$ cat src/rtl/cpu_pkg.sv
// Shared widths and enumerations for the instruction-fetch slice.
package cpu_pkg;

   localparam int PC_W    = 12;
   localparam int INSTR_W = 19;

   typedef enum logic [1:0] {
      RK_JMP  = 2'd0,
      RK_CALL = 2'd1,
      RK_RET  = 2'd2,
      RK_RSVD = 2'd3
   } redirect_kind_e;

   typedef enum logic [1:0] {
      FS_START  = 2'd0,
      FS_RUN    = 2'd1,
      FS_BUBBLE = 2'd2
   } fetch_state_e;

endpackage

$ cat src/rtl/return_stack.sv
// Circular return-address stack; a push onto a full stack overwrites the oldest entry.
module return_stack
   import cpu_pkg::*;
#(
   parameter int DEPTH = 8
) (
   input  logic            clk,
   input  logic            rst,
   input  logic            push,
   input  logic            pop,
   input  logic [PC_W-1:0] push_data,
   output logic [PC_W-1:0] pop_data,
   output logic            empty,
   output logic            full,
   output logic            overflow_evt
);

   localparam int PTR_W = $clog2(DEPTH);

   logic [PC_W-1:0]  mem [DEPTH];
   logic [PTR_W-1:0] top_reg, top_next;
   logic [PTR_W:0]   count_reg, count_next;

   assign empty        = (count_reg == '0);
   assign full         = (count_reg == (PTR_W+1)'(DEPTH));
   assign overflow_evt = push & full;
   assign pop_data     = mem[top_reg];

   always_comb begin
      top_next   = top_reg;
      count_next = count_reg;
      if (push) begin
         // When full, top+1 lands on the oldest slot, so the wrap discards it.
         top_next = top_reg + PTR_W'(1);
         if (!full) begin
            count_next = count_reg + (PTR_W+1)'(1);
         end
      end else if (pop && !empty) begin
         top_next   = top_reg - PTR_W'(1);
         count_next = count_reg - (PTR_W+1)'(1);
      end
   end

   always_ff @(posedge clk or negedge rst) begin
      if (!rst) begin
         top_reg   <= '0;
         count_reg <= '0;
      end else begin
         top_reg   <= top_next;
         count_reg <= count_next;
      end
   end

   always_ff @(posedge clk) begin
      if (push) begin
         mem[top_next] <= push_data;
      end
   end

endmodule

$ cat src/rtl/fetch_unit.sv
// Instruction-fetch stage: program counter, IF/ID register, redirect handling and RAS flags.
module fetch_unit
   import cpu_pkg::*;
#(
   parameter logic [PC_W-1:0] RESET_PC  = 12'd0,
   parameter int              RAS_DEPTH = 8
) (
   input  logic               clk,
   input  logic               rst,
   output logic [PC_W-1:0]    address,
   input  logic [INSTR_W-1:0] instruction,
   input  logic               stall,
   input  logic               redirect_valid,
   input  logic [1:0]         redirect_kind,
   input  logic [PC_W-1:0]    redirect_target,
   output logic [INSTR_W-1:0] fetch_instruction,
   output logic [PC_W-1:0]    fetch_pc,
   output logic               fetch_valid,
   output logic               ras_overflow,
   output logic               ras_underflow
);

   fetch_state_e        state_reg, state_next;
   logic [PC_W-1:0]     pc_reg, pc_next;
   logic [PC_W-1:0]     fpc_reg, fpc_next;
   logic [INSTR_W-1:0]  finstr_reg, finstr_next;
   logic                fvalid_reg, fvalid_next;
   logic                ovf_reg, ovf_next;
   logic                unf_reg, unf_next;

   redirect_kind_e      kind;
   logic                take_redirect;
   logic                ras_push, ras_pop;
   logic                ras_empty, ras_full, ras_ovf_evt;
   logic [PC_W-1:0]     ras_pop_data, ret_addr, redirect_pc;

   assign kind = redirect_kind_e'(redirect_kind);

   // Only a valid instruction in IF/ID may redirect; the bubble slot never does.
   assign take_redirect = (state_reg == FS_RUN) && fvalid_reg && redirect_valid;
   assign ret_addr      = fpc_reg + PC_W'(1);
   assign ras_push      = take_redirect && (kind == RK_CALL);
   assign ras_pop       = take_redirect && (kind == RK_RET) && !ras_empty;

   always_comb begin
      redirect_pc = redirect_target;
      if (kind == RK_RET) begin
         redirect_pc = ras_empty ? ret_addr : ras_pop_data;
      end
   end

   return_stack #(
      .DEPTH(RAS_DEPTH)
   ) u_ras (
      .clk         (clk),
      .rst         (rst),
      .push        (ras_push),
      .pop         (ras_pop),
      .push_data   (ret_addr),
      .pop_data    (ras_pop_data),
      .empty       (ras_empty),
      .full        (ras_full),
      .overflow_evt(ras_ovf_evt)
   );

   always_comb begin
      state_next  = state_reg;
      pc_next     = pc_reg;
      fpc_next    = fpc_reg;
      finstr_next = finstr_reg;
      fvalid_next = fvalid_reg;
      ovf_next    = ovf_reg | (ras_ovf_evt & ras_full);
      unf_next    = unf_reg | (take_redirect && (kind == RK_RET) && ras_empty);

      case (state_reg)
         FS_RUN: begin
            if (take_redirect) begin
               pc_next     = redirect_pc;
               fvalid_next = 1'b0;
               state_next  = FS_BUBBLE;
            end else if (!stall) begin
               finstr_next = instruction;
               fpc_next    = pc_reg;
               fvalid_next = 1'b1;
               pc_next     = pc_reg + PC_W'(1);
            end
         end
         default: begin
            // START and BUBBLE both fetch normally and ignore redirects.
            if (!stall) begin
               finstr_next = instruction;
               fpc_next    = pc_reg;
               fvalid_next = 1'b1;
               pc_next     = pc_reg + PC_W'(1);
               state_next  = FS_RUN;
            end
         end
      endcase
   end

   always_ff @(posedge clk or negedge rst) begin
      if (!rst) begin
         state_reg  <= FS_START;
         pc_reg     <= RESET_PC;
         fpc_reg    <= '0;
         finstr_reg <= '0;
         fvalid_reg <= 1'b0;
         ovf_reg    <= 1'b0;
         unf_reg    <= 1'b0;
      end else begin
         state_reg  <= state_next;
         pc_reg     <= pc_next;
         fpc_reg    <= fpc_next;
         finstr_reg <= finstr_next;
         fvalid_reg <= fvalid_next;
         ovf_reg    <= ovf_next;
         unf_reg    <= unf_next;
      end
   end

   assign address           = pc_reg;
   assign fetch_pc          = fpc_reg;
   assign fetch_instruction = finstr_reg;
   assign fetch_valid       = fvalid_reg;
   assign ras_overflow      = ovf_reg;
   assign ras_underflow     = unf_reg;

endmodule

$ cat config.mk
export PLATFORM = sky130hd
export DESIGN_NAME = fetch_unit
export DESIGN_NICKNAME = d
export VERILOG_FILES = /design/src/rtl/cpu_pkg.sv /design/src/rtl/return_stack.sv /design/src/rtl/fetch_unit.sv
export SDC_FILE = /design/constraint.sdc
export NUM_CORES = 1
export LEC_CHECK = 0
export ABC_AREA = 1
export BUFFER_PORTS_ARGS = -buffer_cell sky130_fd_sc_hd__buf_2
export CORE_AREA = 2 2 169 171
export CTS_CLUSTER_DIAMETER = 30
export DETAILED_ROUTE_END_ITERATION = 16
export DIE_AREA = 0 0 171 173
export GPL_ROUTABILITY_DRIVEN = 0
export HOLD_SLACK_MARGIN = 0.03
export SLEW_MARGIN = 20
export SYNTH_ARGS = -nofsm -noshare
export SYNTH_HDL_FRONTEND = slang
export SYNTH_SLANG_ARGS = --single-unit
$ cat constraint.sdc
create_clock -name clk -period 2.7 [get_ports clk]
set_input_delay 0.81 -clock clk [delete_from_list [all_inputs] [get_ports clk]]
set_output_delay 0.81 -clock clk [all_outputs]
set_load 0.02 [all_outputs]
Word-level counts from Yosys, hierarchy flattened. Memory sizes are Yosys's and may differ from the RTL's. Index checks and enable logic that the tools add are counted.

Flip-flop bits (word level): 55. RAM bits: 96. Memories: 1. Output and inout port bits: 46. Bits of input ports: 37.

Reduce and logical (&&, ||, !) cells: 12. Add/sub/neg operators: 6. Equal/unequal tests: 8. Bitwise operators: 4. Mux-type cells: 24.

Memories: u_ras.mem (words 8, width 12, read ports 1, clocked after Yosys merged registers in 0, wr ports 1, line return_stack.sv:20) `logic [PC_W-1:0] mem [DEPTH];`.

Operators by type and width (number): 12-bit two-way mux (8); 19-bit two-way mux (3); 12-bit by 1-bit adder with 12-bit output (second input constant) (2); 4-bit two-way mux (3); 1-bit logical AND (7); 2-bit two-way mux (3); 3-bit two-way mux (2); 2-bit != test (second input constant) (3); 1-bit two-way mux (5); 4-bit by 1-bit adder with 4-bit output (second input constant) (1); 2-bit by 1-bit equality test with 1-bit output (second input constant) (2); 4-bit equality test (second input constant) (1); 4-bit zero test (1); 2-bit AND reduction (2); 4-bit by 1-bit subtractor with 4-bit output (second input constant) (1); 3-bit by 1-bit adder with 3-bit output (second input constant) (1); 3-bit by 1-bit subtractor with 3-bit output (second input constant) (1); 1-bit AND (2); 2-bit equality test (second input constant) (1); 2-bit by 1-bit != test with 1-bit output (second input constant) (1); 1-bit bitwise OR (2); 2-bit nonzero test (1); 1-bit zero test (1).

Logic depth before layout (Yosys ltp).
Word-level depth: 8. Mapped depth: 13. Gate-level depth less buffers: 12.

Modules after synthesis. A second synthesis with hierarchy kept.

Cell total of the unflattened synthesis: 697. Area total of the unflattened synthesis: 6809.0 µm².

By module, submodules not included: return_stack (seq. area each 3057.9 µm², times used 1, cells an instance 352, area an instance 4250.3 µm²); fetch_unit (seq. area each 1201.2 µm², times used 1, cells an instance 345, area an instance 2558.7 µm²).

Worst setup path before layout. No wires, ideal clock.

Path type: input -> register. Start point: in redirect_valid. End point: mem u_ras.mem[0][0] (enable). Required time: 2.320 ns. Arrival time: 2.169 ns. Buffers on the path: 1. Stages: 8. Library setup time: 0.380 ns. Path slack: 0.151 ns. Cells stage by stage: nand4_2 -> buf_6 -> inv_2 -> nand3_4 -> or2_0 -> nand2_1 -> nand2_1 -> nor2_1.

Longest elaborated chain between the ends: 6. Elaborated cells on any way between the ends: 9.

RTL lines: start: declaration (line fetch_unit.sv:13) `input logic redirect_valid,`; 1-bit logical AND (*) (line fetch_unit.sv:40) `assign take_redirect = (state_reg == FS_RUN) && fvalid_reg && redirect_valid;`; 1-bit logical AND (2 in a row) (line fetch_unit.sv:43) `assign ras_pop = take_redirect && (kind == RK_RET) && !ras_empty;`; 1-bit logical AND (line return_stack.sv:38) `end else if (pop && !empty) begin`; 3-bit two-way mux (line return_stack.sv:38); 3-bit two-way mux (line return_stack.sv:32) `if (push) begin`; end: declaration (line return_stack.sv:20).

Every way passes the cells marked *; elsewhere a longest branch is shown, timed or not.

Final worst setup path.
Start point: reg u_ras.top_reg[2]. End point: mem u_ras.mem[6][4] (enable).

Longest elaborated chain between the ends: 3. Elaborated cells on any way between the ends: 4.

RTL lines: start: declaration (line return_stack.sv:21) `logic [PTR_W-1:0] top_reg, top_next;`; start signal: assignment (line return_stack.sv:49) `top_reg <= top_next;`; 3-bit by 1-bit subtractor with 3-bit output (line return_stack.sv:39) `top_next = top_reg - PTR_W'(1);`; 3-bit two-way mux (line return_stack.sv:38); 3-bit two-way mux (*) (line return_stack.sv:32); net u_ras.top_next[2] (line return_stack.sv:21).

Mark *: on every way through the listed nets, which the timed path passes. The rest lies on a longest branch.

==> results.ini <==
[routing]
vias=5256
firstDrtPassIters=5
remaining_drc_errors=0
routed_wl_microns=17900
initialDrtViolationCount=395
avgViaCountPerCell=4.38
wl_per_cell_microns=14.9
antenna_left=0

[timing]
period_share_pct=84.7
max_slew_margin_pct=53.6
fin_skew_ps=9.73
hold_viol=0
fmax_mhz=437
setup_viol=0
worst_pin_slew_ps=696
period_minus_slack_ps=2290
maxSlewViolCount=0
grt_setup_unrepaired=false
tns_ps=0

[critical_path]
crit_path_start_kind=register
r2r-end=u_ras.mem[6][4]$_DFFE_PP_
rr_worst_depth=8
crit_end=u_ras.mem[6][4]$_DFFE_PP_
cp_data_required_time_ps=2820
worstSetupEndpointType=register
crit_start=u_ras.top_reg[2]$_DFF_PN0_
r2r_slack_ps=410
crit_arrival_ps=2410
cp_max_fo=16
timing.rr.start=u_ras.top_reg[2]$_DFF_PN0_
critical_path_class=reg2reg

[global_route]
grt_max_degree=56
grt_pass1_vias=5125
grt_overflow=0
grt_pass1_wl_microns=28500
gr-usage-all-layers_pct=12.4
antenna_found_initial=0

[final_layout]
final_cells=1201
postLayoutCoreUtil_pct=30.2
num_antenna_cells=0
top_register=u_ras.mem
mostFrequentLayoutCell=nand2_1
final_cell_mix=247 x nand2_1, 113 x nand3_1, 96 x edfxtp_1
nets=854
syn_to_final_growth_pct=21.7
largest_reg_flops=96
layout-drive-gt1-share_pct=18.6
num-fill-cells=2891

[power_and_ir_drop]
total_power_mw=9.54
power_density_mw_per_mm2=1140
ir_drop_mv=0.454
leakage_nw=3.60

[logic_synthesis]
synth_cells=718
yosysWarningCount=0
synth_seq_area_share_pct=62.0
synth_cell_types=31
synth_area_per_cell_sq_um=9.56
synth-seq-cells=151
syn_area_sq_mm=0.00686
syn_nets=762

[floorplanning]
die_w_microns=171
fp.coreArea_sq_mm=0.0276
die-area_sq_mm=0.0296
die_y_microns=173
io_pins=83
start_util_pct=24.8
placementRows=61

[cts]
cts_tree=done
post_cts_resized=0
clk_pin_slew_worst_paths_ps=60
clockBufferDepth=2
cts_hold_buffers=0
h-tree-depth=4
cts_made_buffers=17
clock_latency_ps=420
cts_root_buf=clkbuf_16
clock-sinks=151
cts_setup_buffers=0

[place]
dp_hpwl_microns=12300
port_buffers=82
numPlacedInstances=1169

[worst_hold_path]
hold_class=in2async

[run]
cap_violations=0

[status]
outcome=finished clean

==> per-stage QoR <==
stage / setup slack, ps / hold slack [ps] / cell area [sq um]
finish: 412 / 381 / 8350
global route: 295 / 392 / 8350
CTS: 442 / 386 / 8350
detailed placement: 146 / 460 / 7790
global placement: 161 / 458 / 7790
floorplan: 151 / 463 / 6860
==> metal layers <==
layer	global-route usage (%)	part of all wire, %	up-vias
met1	16.3	45	2476
met3	2.68	4.7	30
li1	-	-	2577
met4	4.87	2.6	0
met5	0	0	-
met2	20.0	48	173
==> worst min path at each step <==
stage	start	endpoint	depth (start not counted)
4_1_cts	rst	address[8]$_DFF_PN0_	2
3_5_place_dp	fetch_instruction[17]$_DFFE_PN0P_	fetch_instruction[17]$_DFFE_PN0P_	2
5_1_grt	rst	fetch_pc[10]$_DFFE_PN0P_	2
3_3_place_gp	fetch_instruction[6]$_DFFE_PN0P_	fetch_instruction[6]$_DFFE_PN0P_	2
6_report	rst	address[8]$_DFF_PN0_	2
2_1_floorplan	u_ras.count_reg[3]$_DFFE_PN0P_	u_ras.count_reg[3]$_DFFE_PN0P_	2
==> logic make-up (layout without fill, tap and decap cells) <==
logic type,count (synthesis),in the layout,synth area share [%]
AOI/OAI and AO/OA,51,51,3.85
xor gates and xnor gates,11,11,1.40
adders and majority gates,7,7,1.39
buffers and inverters,72,177,4.37
DFF,151,151,62.0
and+or+nand+nor,426,426,26.9
==> where the power goes <==
group,internal [mW],switching (mW)
sequential,3.13,0.429
combinational,1.10,2.62
clock,1.36,0.898
total,5.59,3.95
==> cell usage after synthesis <==
cell type | instances | area [sq um]
nor3_1 | 2 | 10.0
a21oi_1 | 25 | 125
ha_1 | 6 | 75.1
o21bai_1 | 1 | 7.51
o22ai_1 | 1 | 6.26
inv_2 | 5 | 18.8
nand2_4 | 1 | 11.3
inv_1 | 34 | 128
nand3_1 | 113 | 566
nand3b_1 | 3 | 22.5
buf_6 | 1 | 11.3
buf_1 | 2 | 7.51
nand2_2 | 4 | 25.0
clkbuf_1 | 14 | 52.6
dfrtp_1 | 55 | 1380
nand2_1 | 247 | 927
o21ai_0 | 22 | 110
buf_4 | 1 | 7.51
a21o_1 | 2 | 15.0
nor2_4 | 2 | 22.5
nor2_1 | 40 | 150
nand4_1 | 6 | 37.5
edfxtp_1 | 96 | 2880
or2_2 | 4 | 25.0
xor2_1 | 11 | 96.3
buf_2 | 15 | 75.1
or2_0 | 1 | 6.26
nand3_4 | 1 | 17.5
nand4_2 | 1 | 12.5
fa_1 | 1 | 20.0
nor3_4 | 1 | 16.3
==> cell type report <==
cell class,count,area [sq um],share of cell area [%]
timing repair buffer,106,603,7.22
clock buffer,24,492,5.89
tap,378,473,5.66
multi-input combinational,495,2300,27.6
sequential,151,4260,51.0
clock inverter,8,72.6,0.869
inverter,39,146,1.75
==> worst max-delay path, cell delays in order (launching register included) <==
cell and delay (ps):
dfrtp_1 790, xor2_1 300, inv_1 70, nand3_1 80
nand3_1 110, nand2_2 90, nand2_1 70, nor2_1 220
buf_4 240
Note: power is estimated with default switching activity, not from simulation.
